File: src/rtl/sha_pkg.sv
`default_nettype none
// ============================================================================
//  Module      : sha_pkg
//  Description : Shared constants and state type for the SHA-256 chaining-value
//                register bank (word width, initial hash value, FSM states).
//  Revision    : 1.0  initial release
// ============================================================================
package sha_pkg;

    // Bits per SHA-256 hash word
    localparam int WORD_W = 32;

    // SHA-256 initial hash value, H0 in the MSBs down to H7 in the LSBs
    localparam logic [255:0] SHA256_IV =
        256'h6a09e667_bb67ae85_3c6ef372_a54ff53a_510e527f_9b05688c_1f83d9ab_5be0cd19;

    // Message-level controller states
    typedef enum logic [1:0] {
        IDLE  = 2'd0,
        ACCUM = 2'd1,
        DONE  = 2'd2
    } state_t;

endpackage : sha_pkg
`default_nettype wire

File: src/rtl/sha_word_acc.sv
`default_nettype none
// ============================================================================
//  Module      : sha_word_acc
//  Description : One chaining-value word. Loads its IV word on reset or message
//                start, adds the incoming working variable modulo 2^WIDTH on an
//                accepted beat, otherwise holds.
//  Revision    : 1.0  initial release
// ============================================================================
module sha_word_acc #(
    parameter int                WIDTH = 32,
    parameter logic [WIDTH-1:0]  INIT  = '0
) (
    input  logic              clk,
    input  logic              rst,
    input  logic              load,
    input  logic              add,
    input  logic [WIDTH-1:0]  addend,
    output logic [WIDTH-1:0]  q,
    output logic [WIDTH-1:0]  sum
);

    logic [WIDTH-1:0] r_q;
    logic [WIDTH-1:0] w_sum;

    // Carry out of the word is discarded: each word wraps independently
    assign w_sum = r_q + addend;
    assign q     = r_q;
    assign sum   = w_sum;

    // Reset and load both restore the IV word; load wins over add
    always_ff @(posedge clk) begin
        if (rst || load) begin
            r_q <= INIT;
        end else if (add) begin
            r_q <= w_sum;
        end
    end

endmodule : sha_word_acc
`default_nettype wire

File: src/rtl/sha256_hash_state.sv
`default_nettype none
// ============================================================================
//  Module      : sha256_hash_state
//  Description : SHA-256 chaining-value register bank. Loads the IV at message
//                start, accumulates one compression result per block, counts
//                blocks and hands the final digest out under valid/ack.
//  Revision    : 1.0  initial release
// ============================================================================
module sha256_hash_state
    import sha_pkg::*;
#(
    parameter int                         WIDTH      = WORD_W,
    parameter int                         NWORDS     = 8,
    parameter int                         MAX_BLOCKS = 16,
    parameter logic [NWORDS*WIDTH-1:0]    IV         = SHA256_IV,
    localparam int                        CNT_W      = $clog2(MAX_BLOCKS + 1)
) (
    input  logic                       clk,
    input  logic                       rst,
    input  logic                       start,
    input  logic [CNT_W-1:0]           num_blocks,
    input  logic                       wv_valid,
    input  logic [NWORDS*WIDTH-1:0]    wv_in,
    output logic                       wv_ready,
    output logic [NWORDS*WIDTH-1:0]    h_cur,
    output logic [CNT_W-1:0]           blk_cnt,
    output logic                       busy,
    output logic                       digest_valid,
    output logic [NWORDS*WIDTH-1:0]    digest,
    input  logic                       digest_ack,
    output logic                       err
);

    state_t                     r_state;
    logic [CNT_W-1:0]           r_cnt;
    logic [CNT_W-1:0]           r_target;
    logic [NWORDS*WIDTH-1:0]    r_digest;
    logic                       r_digest_valid;
    logic                       r_err;

    logic                       w_accept;
    logic [CNT_W-1:0]           w_cnt_inc;
    logic [NWORDS*WIDTH-1:0]    w_sum;

    // start preempts any beat arriving in the same cycle
    assign w_accept  = wv_valid && !start && (r_state == ACCUM);
    assign w_cnt_inc = r_cnt + 1'b1;

    // One accumulator per hash word; slice offsets keep H0 in the MSBs
    for (genvar g = 0; g < NWORDS; g++) begin : g_word
        sha_word_acc #(
            .WIDTH (WIDTH),
            .INIT  (IV[g*WIDTH +: WIDTH])
        ) u_word (
            .clk    (clk),
            .rst    (rst),
            .load   (start),
            .add    (w_accept),
            .addend (wv_in[g*WIDTH +: WIDTH]),
            .q      (h_cur[g*WIDTH +: WIDTH]),
            .sum    (w_sum[g*WIDTH +: WIDTH])
        );
    end

    // Message controller: block counting, digest capture and stray-beat flag
    always_ff @(posedge clk) begin
        if (rst) begin
            r_state        <= IDLE;
            r_cnt          <= '0;
            r_target       <= CNT_W'(1);
            r_digest       <= '0;
            r_digest_valid <= 1'b0;
            r_err          <= 1'b0;
        end else begin
            // A beat outside ACCUM is flagged, unless start swallows it
            r_err <= wv_valid && !start && (r_state != ACCUM);
            if (start) begin
                r_state        <= ACCUM;
                r_cnt          <= '0;
                r_target       <= (num_blocks == '0) ? CNT_W'(1) : num_blocks;
                r_digest_valid <= 1'b0;
            end else begin
                case (r_state)
                    ACCUM: begin
                        // Saturating count; the final beat publishes the sum
                        if (w_accept && (r_cnt != r_target)) begin
                            r_cnt <= w_cnt_inc;
                            if (w_cnt_inc == r_target) begin
                                r_digest       <= w_sum;
                                r_digest_valid <= 1'b1;
                                r_state        <= DONE;
                            end
                        end
                    end
                    DONE: begin
                        if (digest_ack) begin
                            r_digest_valid <= 1'b0;
                            r_state        <= IDLE;
                        end
                    end
                    default: begin
                        r_state <= IDLE;
                    end
                endcase
            end
        end
    end

    assign wv_ready     = (r_state == ACCUM);
    assign busy         = (r_state == ACCUM);
    assign blk_cnt      = r_cnt;
    assign digest       = r_digest;
    assign digest_valid = r_digest_valid;
    assign err          = r_err;

endmodule : sha256_hash_state
`default_nettype wire
File: config.mk
export PLATFORM = sky130hd
export DESIGN_NAME = sha256_hash_state
export DESIGN_NICKNAME = d
export VERILOG_FILES = /design/src/rtl/sha_pkg.sv /design/src/rtl/sha_word_acc.sv /design/src/rtl/sha256_hash_state.sv
export SDC_FILE = /design/constraint.sdc
export NUM_CORES = 1
export LEC_CHECK = 0
export BUFFER_PORTS_ARGS = -buffer_cell sky130_fd_sc_hd__buf_2
export CORE_AREA = 2 2 305 307
export CTS_CLUSTER_SIZE = 8
export DETAILED_ROUTE_END_ITERATION = 8
export DIE_AREA = 0 0 307 309
export PLACE_DENSITY = 0.58
export SETUP_SLACK_MARGIN = 0.1
export SLEW_MARGIN = 20
export SYNTH_ARGS = -nofsm -noshare
export SYNTH_HDL_FRONTEND = slang
export SYNTH_SLANG_ARGS = --single-unit
File: constraint.sdc
create_clock -name clk -period 3.9 [get_ports clk]
set_input_delay 0.39 -clock clk [delete_from_list [all_inputs] [get_ports clk]]
set_output_delay 0.39 -clock clk [all_outputs]
set_load 0.01 [all_outputs]
==> summary.txt <==
Routing
  • Initial DRC Count: 2,027
  • Post-DRT Antenna Nets: 0
  • DR vias: 30,909
  • Drt total wl: 118,000 µm
  • # DRC: 0
  • DR vias/cell: 5.33
  • Drt first pass iters: 5
  • WL/cell: 20.3 µm

Layout
  • Fin cells: 5,794
  • Final cell area excluding filler cells: 37,700 µm²
  • Area Growth Syn to Fin: 23.3%
  • FILL cells: 9,583
  • Fin util: 41.2%
  • Layout Nets: 5,108
  • Share of cells above drive strength 1: 20.8%

Worst hold path
  • Hold endpoint: err
  • HP Start: wv_valid
  • Hold path cells: 3
  • Min-Delay Path Class: input port to flop

CTS
  • Worst skew pair latency: 0.64 ns
  • CTS tree: built
  • # Post-CTS Setup Buffers: 0
  • CTS resizes: 0
  • CTS Sinks: 526
  • Root Driver: clkbuf_16
  • Clk pin slew, worst setup/hold paths: 0.05 ns
  • Hold Buf Count CTS: 1
  • Number of CTS-inserted buffers: 77
  • H-tree depth: 3
  • Clock Tree Buf Depth: 3

Pwr
  • P_sw: 4.11 mW
  • PwrDens: 376 nW/µm²
  • Gate power share: 17.1%
  • Cell Int Power: 10.1 mW
  • Total chip power: 14.2 mW
  • Sw frac: 29.0%
  • Leakage: 16.7 nW
  • Peak VDD IR: 288 µV
  • Sequential group share of total power: 39.3%
  • Clock power frac: 43.6%

Setup path
  • Critical path launch point type: flop
  • Critical Path RT: 4.45 ns
  • CP Max Fanout: 5
  • Top cell by count, worst path: a211oi_1
  • Worst-path cell chain: ha_1 > a211oi_1 > nor2_1 > o31ai_2 > o221ai_2 > a311oi_1 > a211oi_1 > a31o_1 > o41ai_4 > xnor3_1 > a211oi_2
  • Crit end category: flop
  • Reg2Reg Depth: 11
  • RR Startpoint: g_word[1].u_word.q[1]
  • Crit path largest cell delay: 0.46 ns
  • Start point of the critical path: g_word[1].u_word.q[1]
  • Worst reg2reg endpoint: digest[63]
  • Slowest CP cell: o41ai_4
  • CP Class: flop to flop
  • WP data arrival: 3.84 ns
  • Reg2Reg Setup Slack: 0.61 ns

Flow run
  • Max-cap check violation count: 0

Outcome
  • Status: finished clean

Synthesis
  • Cells after Synth: 3,901
  • Post-Synthesis Cell Area: 30,500 µm²
  • Yosys warns: 0
  • Top post-synthesis cells by count: nand2_1, a21oi_1, dfxtp_1
  • Net Count, Synth: 4,424
  • Post-synth EDFFs: 0
  • Share of Yosys cell area claimed by the top area cell type: 34.5%
  • FF+latch count, synth: 526
  • Post-synthesis sequential area ratio: 34.5%
  • Cell with the most instances after synthesis: nand2_1
  • Synth Flop Type: dfxtp_1
  • Distinct cells, synth: 95
  • Syn avg cell area: 7.83 µm²
  • Area contributors post-synth: dfxtp_1, nand2_1, ha_1
  • Asr flop ratio synth: 0%
  • Cell taking the most area after synthesis: dfxtp_1

GRT
  • Global Route Usage Sum: 23.5%
  • Initial antenna violation count: 14
  • GR Overflow Total: 0
  • Largest net degree at the start of global routing: 160
  • First-pass GRT wire length: 174,000 µm
  • Vias in the first global route: 29,026

Floorplan
  • Initial Util: 33.4%
  • Top-Level Pins: 787
  • Die Height: 309 µm
  • Core area: 91,400 µm²
  • DIE AREA: 94,900 µm²
  • Row cnt: 111
  • Die X-Extent: 307 µm

STA
  • Hold Slack: 0.0476 ns
  • Final count of pins violating max slew: 0
  • Setup TNS: 0 ns
  • Unrepaired setup endpoints after global routing: no
  • Final hold violations: 0
  • Minimum clock period: 3.29 ns
  • Fmax: 304 MHz
  • Crit share post-route: 84.3%
  • Worst-Margin Slew: 1.05 ns
  • Slew margin rel.: 29.6%
  • Worst Skew: 0.0272 ns
  • Endpoints failing setup: 0
  • Final worst setup slack: 0.611 ns

Placed design
  • Hpwl dp: 87,000 µm
  • # port buffers: 786
  • GP Congestion: 0.925
  • Pre-CTS WS: 0.399 ns
  • Inst Count DP: 5,691
  • Post-DP Area: 35,500 µm²
==> layer usage <==
layer  share of wire, %  wire [µm]  GRT usage, %  up-vias
met5              0.097        114             0        -
met4                3.2       3810          8.96       16
met3                7.0       8260          5.21      207
met2                 47      55700          39.7      979
met1                 42      49900          29.3    14612
li1                   -          -             -    15095
==> how the worst max path moves through the flow <==
stage	to	slack, ns	cells past startpoint
finish	digest[63]	0.61	11
global route	digest[186]	0.30	12
CTS	digest[190]	0.55	12
detailed placement	digest[190]	0.40	13
global placement	g_word[5].u_word.q[30]	0.42	13
floorplan	digest[254]	0.96	12
==> flip-flops by register name (all words and copies together), names as in the netlist <==
signal,cells
r_target,5
blk_cnt,5
r_state,2
digest_valid,1
digest,256
g_word.u_word.q,256
err,1
==> cell families (layout without fill, tap and decap cells) <==
| kind of cell | after synthesis | in the layout | synth area share (%) |
|---|---|---|---|
| AOI/OAI and AO/OA | 1191 | 1191 | 24.1 |
| xor gates and xnor gates | 233 | 233 | 6.73 |
| adders and majority gates | 257 | 257 | 10.7 |
| buffers and inverters | 277 | 975 | 3.55 |
| DFF | 526 | 526 | 34.5 |
| muxes | 16 | 16 | 0.533 |
| other | 0 | 9 | 0 |
| and+or+nand+nor | 1401 | 1401 | 19.8 |
==> power by group through the flow <==
stage               combinational [mW]  sequential [mW]  clock (mW)
floorplan                         1.58             5.70           0
global placement                  2.40             5.67           0
detailed placement                2.40             5.68           0
CTS                               2.42             5.57        6.33
global route                      2.66             5.57        6.53
finish                            2.43             5.57        6.17
==> worst max-delay path, delay by kind of cell, from the launching register on <==
kind	cells	cell delay (ns)
and+or+nand+nor	1	0.12
AOI/OAI and AO/OA	8	2.11
xor gates and xnor gates	1	0.31
DFF	1	0.39
adders and majority gates	1	0.27
==> placed cells by master (no fill, tap or decap), types with 30 or more instances in the layout <==
| cell | Yosys | layout |
|---|---|---|
| xnor2_1 | 147 | 147 |
| nor2_1 | 212 | 211 |
| clkbuf_16 | 0 | 80 |
| nand3b_1 | 31 | 31 |
| o21ai_0 | 173 | 173 |
| ha_1 | 249 | 249 |
| o211ai_1 | 35 | 35 |
| o21a_1 | 30 | 30 |
| nand3_1 | 128 | 128 |
| o21bai_1 | 46 | 46 |
| a21oi_1 | 552 | 552 |
| dfxtp_1 | 526 | 526 |
| nor3_1 | 43 | 43 |
| nand2_1 | 831 | 831 |
| a21o_1 | 140 | 140 |
| a211oi_1 | 50 | 50 |
| xor2_1 | 85 | 85 |
| inv_1 | 68 | 68 |
| buf_2 | 25 | 785 |
==> cell type report <==
| type | instances | area, µm² | share of cell area, % |
|---|---|---|---|
| inverter | 68 | 255 | 0.678 |
| clock inverter | 6 | 57.6 | 0.153 |
| timing repair buffer | 814 | 4330 | 11.5 |
| clock buffer | 87 | 2040 | 5.41 |
| tap | 1186 | 1480 | 3.94 |
| multi-input combinational | 3098 | 18900 | 50.3 |
| antenna | 9 | 22.5 | 0.0598 |
| sequential | 526 | 10500 | 28.0 |
Power figures use the tool's default switching activity.
